File: src/rtl/memory_bus_arbiter.sv
// Two-master memory bus arbiter (instruction cache M0, data cache M1) with
// round-robin ties, outstanding-transfer limiting, ack flushing and timeout.
module memory_bus_arbiter #(
  parameter int TIMEOUT        = 255,
  parameter int MAXOUTSTANDING = 4
) (
  input  logic        Clock,
  input  logic        Reset,

  input  logic        M0Cycle,
  input  logic        M0Strobe,
  input  logic        M0ReadWrite,
  input  logic [1:0]  M0DataWidth,
  input  logic [31:0] M0Address,
  input  logic [31:0] M0DataIn,
  output logic        M0Acknowledge,
  output logic        M0Stall,
  output logic [31:0] M0DataOut,

  input  logic        M1Cycle,
  input  logic        M1Strobe,
  input  logic        M1ReadWrite,
  input  logic [1:0]  M1DataWidth,
  input  logic [31:0] M1Address,
  input  logic [31:0] M1DataIn,
  output logic        M1Acknowledge,
  output logic        M1Stall,
  output logic [31:0] M1DataOut,

  output logic        MemoryBusCycle,
  output logic        MemoryBusStrobe,
  output logic        MemoryBusReadWrite,
  output logic [1:0]  MemoryDataWidth,
  output logic [31:0] MemoryAddress,
  output logic [31:0] MemoryDataIn,
  input  logic [31:0] MemoryDataOut,
  input  logic        MemoryBusAcknowledge,
  input  logic        MemoryBusStall,

  output logic        BusError,
  output logic [1:0]  Grant
);

  localparam int OutW  = $clog2(MAXOUTSTANDING + 1);
  localparam int TimeW = (TIMEOUT < 2) ? 1 : $clog2(TIMEOUT);

  typedef enum logic [1:0] {IDLE, GRANT0, GRANT1, FLUSH} arbStateT;

  arbStateT              state, nextState;
  logic [OutW-1:0]       outstanding;
  logic [TimeW-1:0]      timeoutCount;
  logic                  lastGranted;   // 0 = M0, 1 = M1
  logic                  busErrorReg;

  logic                  full;
  logic                  accepted;
  logic                  ackValid;
  logic                  counting;
  logic                  timeoutHit;
  logic                  enteringGrant;

  assign full          = (outstanding == OutW'(MAXOUTSTANDING));
  assign accepted      = MemoryBusStrobe & ~MemoryBusStall;
  assign ackValid      = MemoryBusAcknowledge & (outstanding != '0);
  assign counting      = (state != IDLE) && (outstanding != '0);
  assign timeoutHit    = counting && !MemoryBusAcknowledge &&
                         (timeoutCount == TimeW'(TIMEOUT - 1));
  assign enteringGrant = ((nextState == GRANT0) || (nextState == GRANT1)) &&
                         (nextState != state);
  assign BusError      = busErrorReg;

  // Bus routing: only the granted master is connected; everyone else is held off.
  always_comb begin
    Grant              = 2'b00;
    MemoryBusCycle     = 1'b0;
    MemoryBusStrobe    = 1'b0;
    MemoryBusReadWrite = 1'b0;
    MemoryDataWidth    = '0;
    MemoryAddress      = '0;
    MemoryDataIn       = '0;
    M0Acknowledge      = 1'b0;
    M0Stall            = 1'b1;
    M0DataOut          = '0;
    M1Acknowledge      = 1'b0;
    M1Stall            = 1'b1;
    M1DataOut          = '0;
    case (state)
      GRANT0: begin
        Grant              = 2'b01;
        MemoryBusCycle     = M0Cycle;
        MemoryBusStrobe    = M0Strobe & ~full;
        MemoryBusReadWrite = M0ReadWrite;
        MemoryDataWidth    = M0DataWidth;
        MemoryAddress      = M0Address;
        MemoryDataIn       = M0DataIn;
        M0Acknowledge      = MemoryBusAcknowledge;
        M0Stall            = MemoryBusStall | full;
        M0DataOut          = MemoryDataOut;
      end
      GRANT1: begin
        Grant              = 2'b10;
        MemoryBusCycle     = M1Cycle;
        MemoryBusStrobe    = M1Strobe & ~full;
        MemoryBusReadWrite = M1ReadWrite;
        MemoryDataWidth    = M1DataWidth;
        MemoryAddress      = M1Address;
        MemoryDataIn       = M1DataIn;
        M1Acknowledge      = MemoryBusAcknowledge;
        M1Stall            = MemoryBusStall | full;
        M1DataOut          = MemoryDataOut;
      end
      default: ;
    endcase
  end

  always_comb begin
    nextState = state;
    case (state)
      IDLE: begin
        if (M0Cycle && M1Cycle) nextState = lastGranted ? GRANT0 : GRANT1;
        else if (M0Cycle)       nextState = GRANT0;
        else if (M1Cycle)       nextState = GRANT1;
      end
      GRANT0: begin
        if (!M0Cycle) begin
          if (outstanding == '0) nextState = M1Cycle ? GRANT1 : IDLE;
          else                   nextState = FLUSH;
        end
      end
      GRANT1: begin
        if (!M1Cycle) begin
          if (outstanding == '0) nextState = M0Cycle ? GRANT0 : IDLE;
          else                   nextState = FLUSH;
        end
      end
      FLUSH: begin
        // lastGranted still names the master whose transfers are being drained
        if (outstanding == '0) begin
          if (lastGranted) nextState = M0Cycle ? GRANT0 : IDLE;
          else             nextState = M1Cycle ? GRANT1 : IDLE;
        end
      end
      default: nextState = IDLE;
    endcase
    if (timeoutHit) nextState = IDLE;
  end

  always_ff @(posedge Clock or negedge Reset) begin
    if (!Reset) begin
      state        <= IDLE;
      outstanding  <= '0;
      timeoutCount <= '0;
      lastGranted  <= 1'b1;
      busErrorReg  <= 1'b0;
    end else begin
      state       <= nextState;
      busErrorReg <= timeoutHit;

      if (timeoutHit || enteringGrant) begin
        outstanding <= '0;
      end else begin
        case ({accepted, ackValid})
          2'b10:   outstanding <= outstanding + OutW'(1);
          2'b01:   outstanding <= outstanding - OutW'(1);
          default: outstanding <= outstanding;
        endcase
      end

      if (timeoutHit || (nextState != state) || MemoryBusAcknowledge)
        timeoutCount <= '0;
      else if (counting)
        timeoutCount <= timeoutCount + TimeW'(1);

      if (enteringGrant) lastGranted <= (nextState == GRANT1);
    end
  end

endmodule

File: config.mk
export PLATFORM = sky130hd
export DESIGN_NAME = memory_bus_arbiter
export DESIGN_NICKNAME = d
export VERILOG_FILES = /design/src/rtl/memory_bus_arbiter.sv
export SDC_FILE = /design/constraint.sdc
export NUM_CORES = 1
export LEC_CHECK = 0
export ABC_CLOCK_PERIOD_IN_PS = 7010
export CORE_AREA = 5 5 120 122
export CTS_CLUSTER_DIAMETER = 80
export DETAILED_ROUTE_END_ITERATION = 8
export DIE_AREA = 0 0 125 127
export SETUP_SLACK_MARGIN = 0.15
export SYNTH_ARGS = -nofsm -noshare
export SYNTH_HDL_FRONTEND = slang
export SYNTH_SLANG_ARGS = --single-unit
File: constraint.sdc
create_clock -name Clock -period 7.01 [get_ports Clock]
set_input_delay 1.402 -clock Clock [delete_from_list [all_inputs] [get_ports Clock]]
set_output_delay 1.402 -clock Clock [all_outputs]
set_load 0.01 [all_outputs]
==> summary.txt <==
Critical path
  • Critical path class: reg2out
  • WP data arrival: ~3.2 ns
  • R2R cell count: 13
  • Crit path max fanout: 71
  • CP Launch Type: register
  • Crit. End Element: output port
  • Required @ worst endpoint: 5.61 ns

Placement
  • Global placer's final weighted congestion: roughly 0.97
  • Post-DP HPWL: between 10000 and 15000 um
  • Port buffer count: between 300 and 400
  • Pre-CTS setup slack: 2.56 ns

Drt
  • DRT Pass-1 Iters: 5
  • Average routed wire per standard cell: about 20 um
  • Post-route ant nets: 0
  • DRT iter0 DRCs: 230
  • Vias/cell: approximately 4.7
  • Via count: 3901
  • DRT Wirelength: ~16000 um
  • DR DRC count: 0

GRT
  • Grt ovf: 0
  • First-pass GRT wire length: about 24000 um
  • Largest net degree at the start of global routing: 106
  • Antenna violations before repair: 0
  • Vias in the first global route: 4005
  • Total track usage: a little under a fifth

Die
  • # IOs: ~310
  • Initial core utilization: 19.9%
  • Die Height: 127 um
  • FP Rows: 42
  • Core area: around 13000 um^2
  • Chip width: approximately 130 um
  • Total die area: between 15000 and 20000 um^2

Finish
  • Filler cell count: 1288
  • Area occupied by multi-input gates: slightly above 2000 um^2
  • Commonest non-fill, non-tap cell in the layout: clkdlybuf4s50_1
  • Nets@finish: approximately 850
  • Most frequent cells in the layout: clkdlybuf4s50_1, nor2_1, a22oi_1
  • Diodes inserted: 0
  • Syn-to-layout area delta: 128%
  • Share of cells above drive strength 1: 3.32%
  • FF/Latch Area: 377 um^2

Power and ir drop
  • Comb pwr share: between 80% and 90%
  • Peak VDD IR: between 200 and 250 uV
  • Switching Fraction: about 50%
  • Leakage: 2.16 nW
  • Clock network fraction of total power: between 5 and 6%
  • Flop pwr share: 6.6%
  • Int Pwr: between 0.001 and 0.0015 W
  • P_sw: 0.00105 W
  • Pwr dens: 362 nW/um^2

Synthesis
  • Compound-gate portion of the synthesized area: about a third
  • Yosys cell types: 57
  • Seq cells post-synth: 15
  • Warnings, synthesis: 0
  • Simple-gate share of the synthesized area: a little under two fifths
  • Dominant cell type by area after synthesis: a22oi_1
  • Post-synth EDFFs: 0
  • Post-synthesis mux area share: 2.21%
  • Mapped Nets: 562
  • Top_reg_cell synth: dfrtp_1
  • Area share of xor/xnor cells in the synthesized design: around 2.4%
  • Avg Cell Area, Syn: between 6 and 7 um^2
  • Synthesized area: between 2000 and 3000 um^2
  • Synth top area share: about a fifth
  • Post-Synth Adder-Cell Area: under 10%
  • Async SR Flop Fraction: between 90% and 100%
  • Gate Count Post-Synth: 380
  • Leading post-synthesis cells by cell area: a22oi_1, and2_1, dfrtp_1
  • Largest family of logic cells by synthesized area: simple AND/OR/NAND/NOR gates
  • Register area share after synthesis: roughly 14%

Timing
  • Final Max Slew Viols: 0
  • Min Hold Slack: around 0.57 ns
  • Total negative slack: 0 ns
  • Final Hold Vio Count: 0
  • Slew @ Worst Pin: between 1 and 1.5 ns
  • Rel. slew slack: between 20% and 30%
  • Final number of setup-violating endpoints: 0
  • Unrepaired setup endpoints after global routing: false
  • Fmax achieved: 219 MHz
  • Post-Route Skew: ~0.0015 ns
  • Tmin final: ~4.6 ns
  • Fin crit share: about 65%
  • Setup ws final: ~2.4 ns

Hold path
  • Worst hold path stage count: 2
  • Type of the worst min-delay path: reg2reg

CTS
  • Clock transition at the registers of the reported paths: about 0.050 ns
  • CTS Hold Bufs: 0
  • Clock latency on the worst-skew pair: approximately 0.24 ns
  • Clk sinks: 15
  • CTS tree: built
  • CTS max path bufs: 2
  • CTS root buf: clkbuf_16
  • Post-CTS Repair Setup Buffers: 0
  • Max H-tree Level: 1
  • CTS buffer count: 3
  • Resized cells post-CTS: 0

Run status
  • Status: finished, final reports clean

Job
  • Maximum capacitance violations: 0
-- logic make-up (layout without fill, tap and decap cells) --
group,after synthesis,count (layout)
AO/OA/AOI/OAI,108,108
XOR/XNOR,7,7
buffers and inverters,50,332
multiplexers,4,4
adder cells (fa/ha/maj),8,8
AND/OR/NAND/NOR,188,188
flip-flops,15,15
-- per-stage QoR --
| step | total power [W] | util [%] | instance area [um^2] | instances |
|---|---|---|---|---|
| finish | 0.00214 | 45.2 | 5920 | 838 |
| CTS | 0.00217 | 45.2 | 5920 | 838 |
| global route | 0.00231 | 45.2 | 5920 | 838 |
| detailed placement | 0.00205 | 44.6 | 5840 | 834 |
| global placement | 0.00204 | 44.6 | 5840 | 834 |
| floorplan | 0.00112 | - | 2600 | 380 |
-- worst max-delay path: stages, from the launching register on --
cell	delay, ns
dfrtp_1	0.49
inv_1	0.28
ha_4	0.70
buf_4	0.48
a22oi_1	0.17
nor2_1	0.15
clkdlybuf4s50_1	0.60
-- final cells by class --
class | count | area share [%]
multi-input cells | 315 | 34.6
flip-flops and latches | 15 | 6.36
well taps | 176 | 3.72
repair buffers | 315 | 53.2
clock buffers | 4 | 1.33
inverters | 13 | 0.824
-- sequential cells by signal (all words and copies together), names as in the netlist --
signal / cells
BusError: 1
lastGranted: 1
outstanding: 3
state: 2
timeoutCount: 8
-- power by group through the flow --
stage | sequential (W) | clock [W] | combinational (W)
global placement | 0.000141 | 0 | 0.00190
floorplan | 0.000123 | 0 | 0.000998
global route | 0.000144 | 0.000116 | 0.00205
CTS | 0.000139 | 0.000113 | 0.00192
finish | 0.000140 | 0.000109 | 0.00189
detailed placement | 0.000140 | 0 | 0.00191
-- cell usage after synthesis, types with 3 or more instances --
library cell and instances:
nor2_1 76, nand3_1 6, and2_1 67, inv_1 12, xor2_1 3, ha_1 7
o21ai_0 8, nor3_1 13, xnor2_1 4, buf_1 4, dfrtp_1 14, clkbuf_1 28
a22oi_1 68, a211oi_1 4, a21oi_1 6, buf_2 4, nand4_1 3, nand2_1 9
-- final timing paths --
check | slack, ns | from | end
worst max-delay path | 2.45 | state[0]$_DFF_PN0_ | MemoryDataIn[1]
worst min-delay path | 0.57 | timeoutCount[7]$_DFFE_PN0P_ | timeoutCount[7]$_DFFE_PN0P_
worst max register to register | 3.11 | state[1]$_DFF_PN0_ | lastGranted$_DFFE_PN1P_
worst min register to register | 0.57 | timeoutCount[7]$_DFFE_PN0P_ | timeoutCount[7]$_DFFE_PN0P_
max in group asynchronous | 4.99 | Reset | timeoutCount[1]$_DFFE_PN0P_
min in group asynchronous | 1.58 | Reset | outstanding[2]$_DFFE_PN0P_
-- metal layers --
layer,track usage [%],up-vias,routed length [um]
met1,20.5,1761,6130
met3,7.80,10,1810
li1,-,1920,-
met4,3.25,0,207
met2,34.7,210,8270
met5,0,-,0
Note: power is estimated with default switching activity, not from simulation.
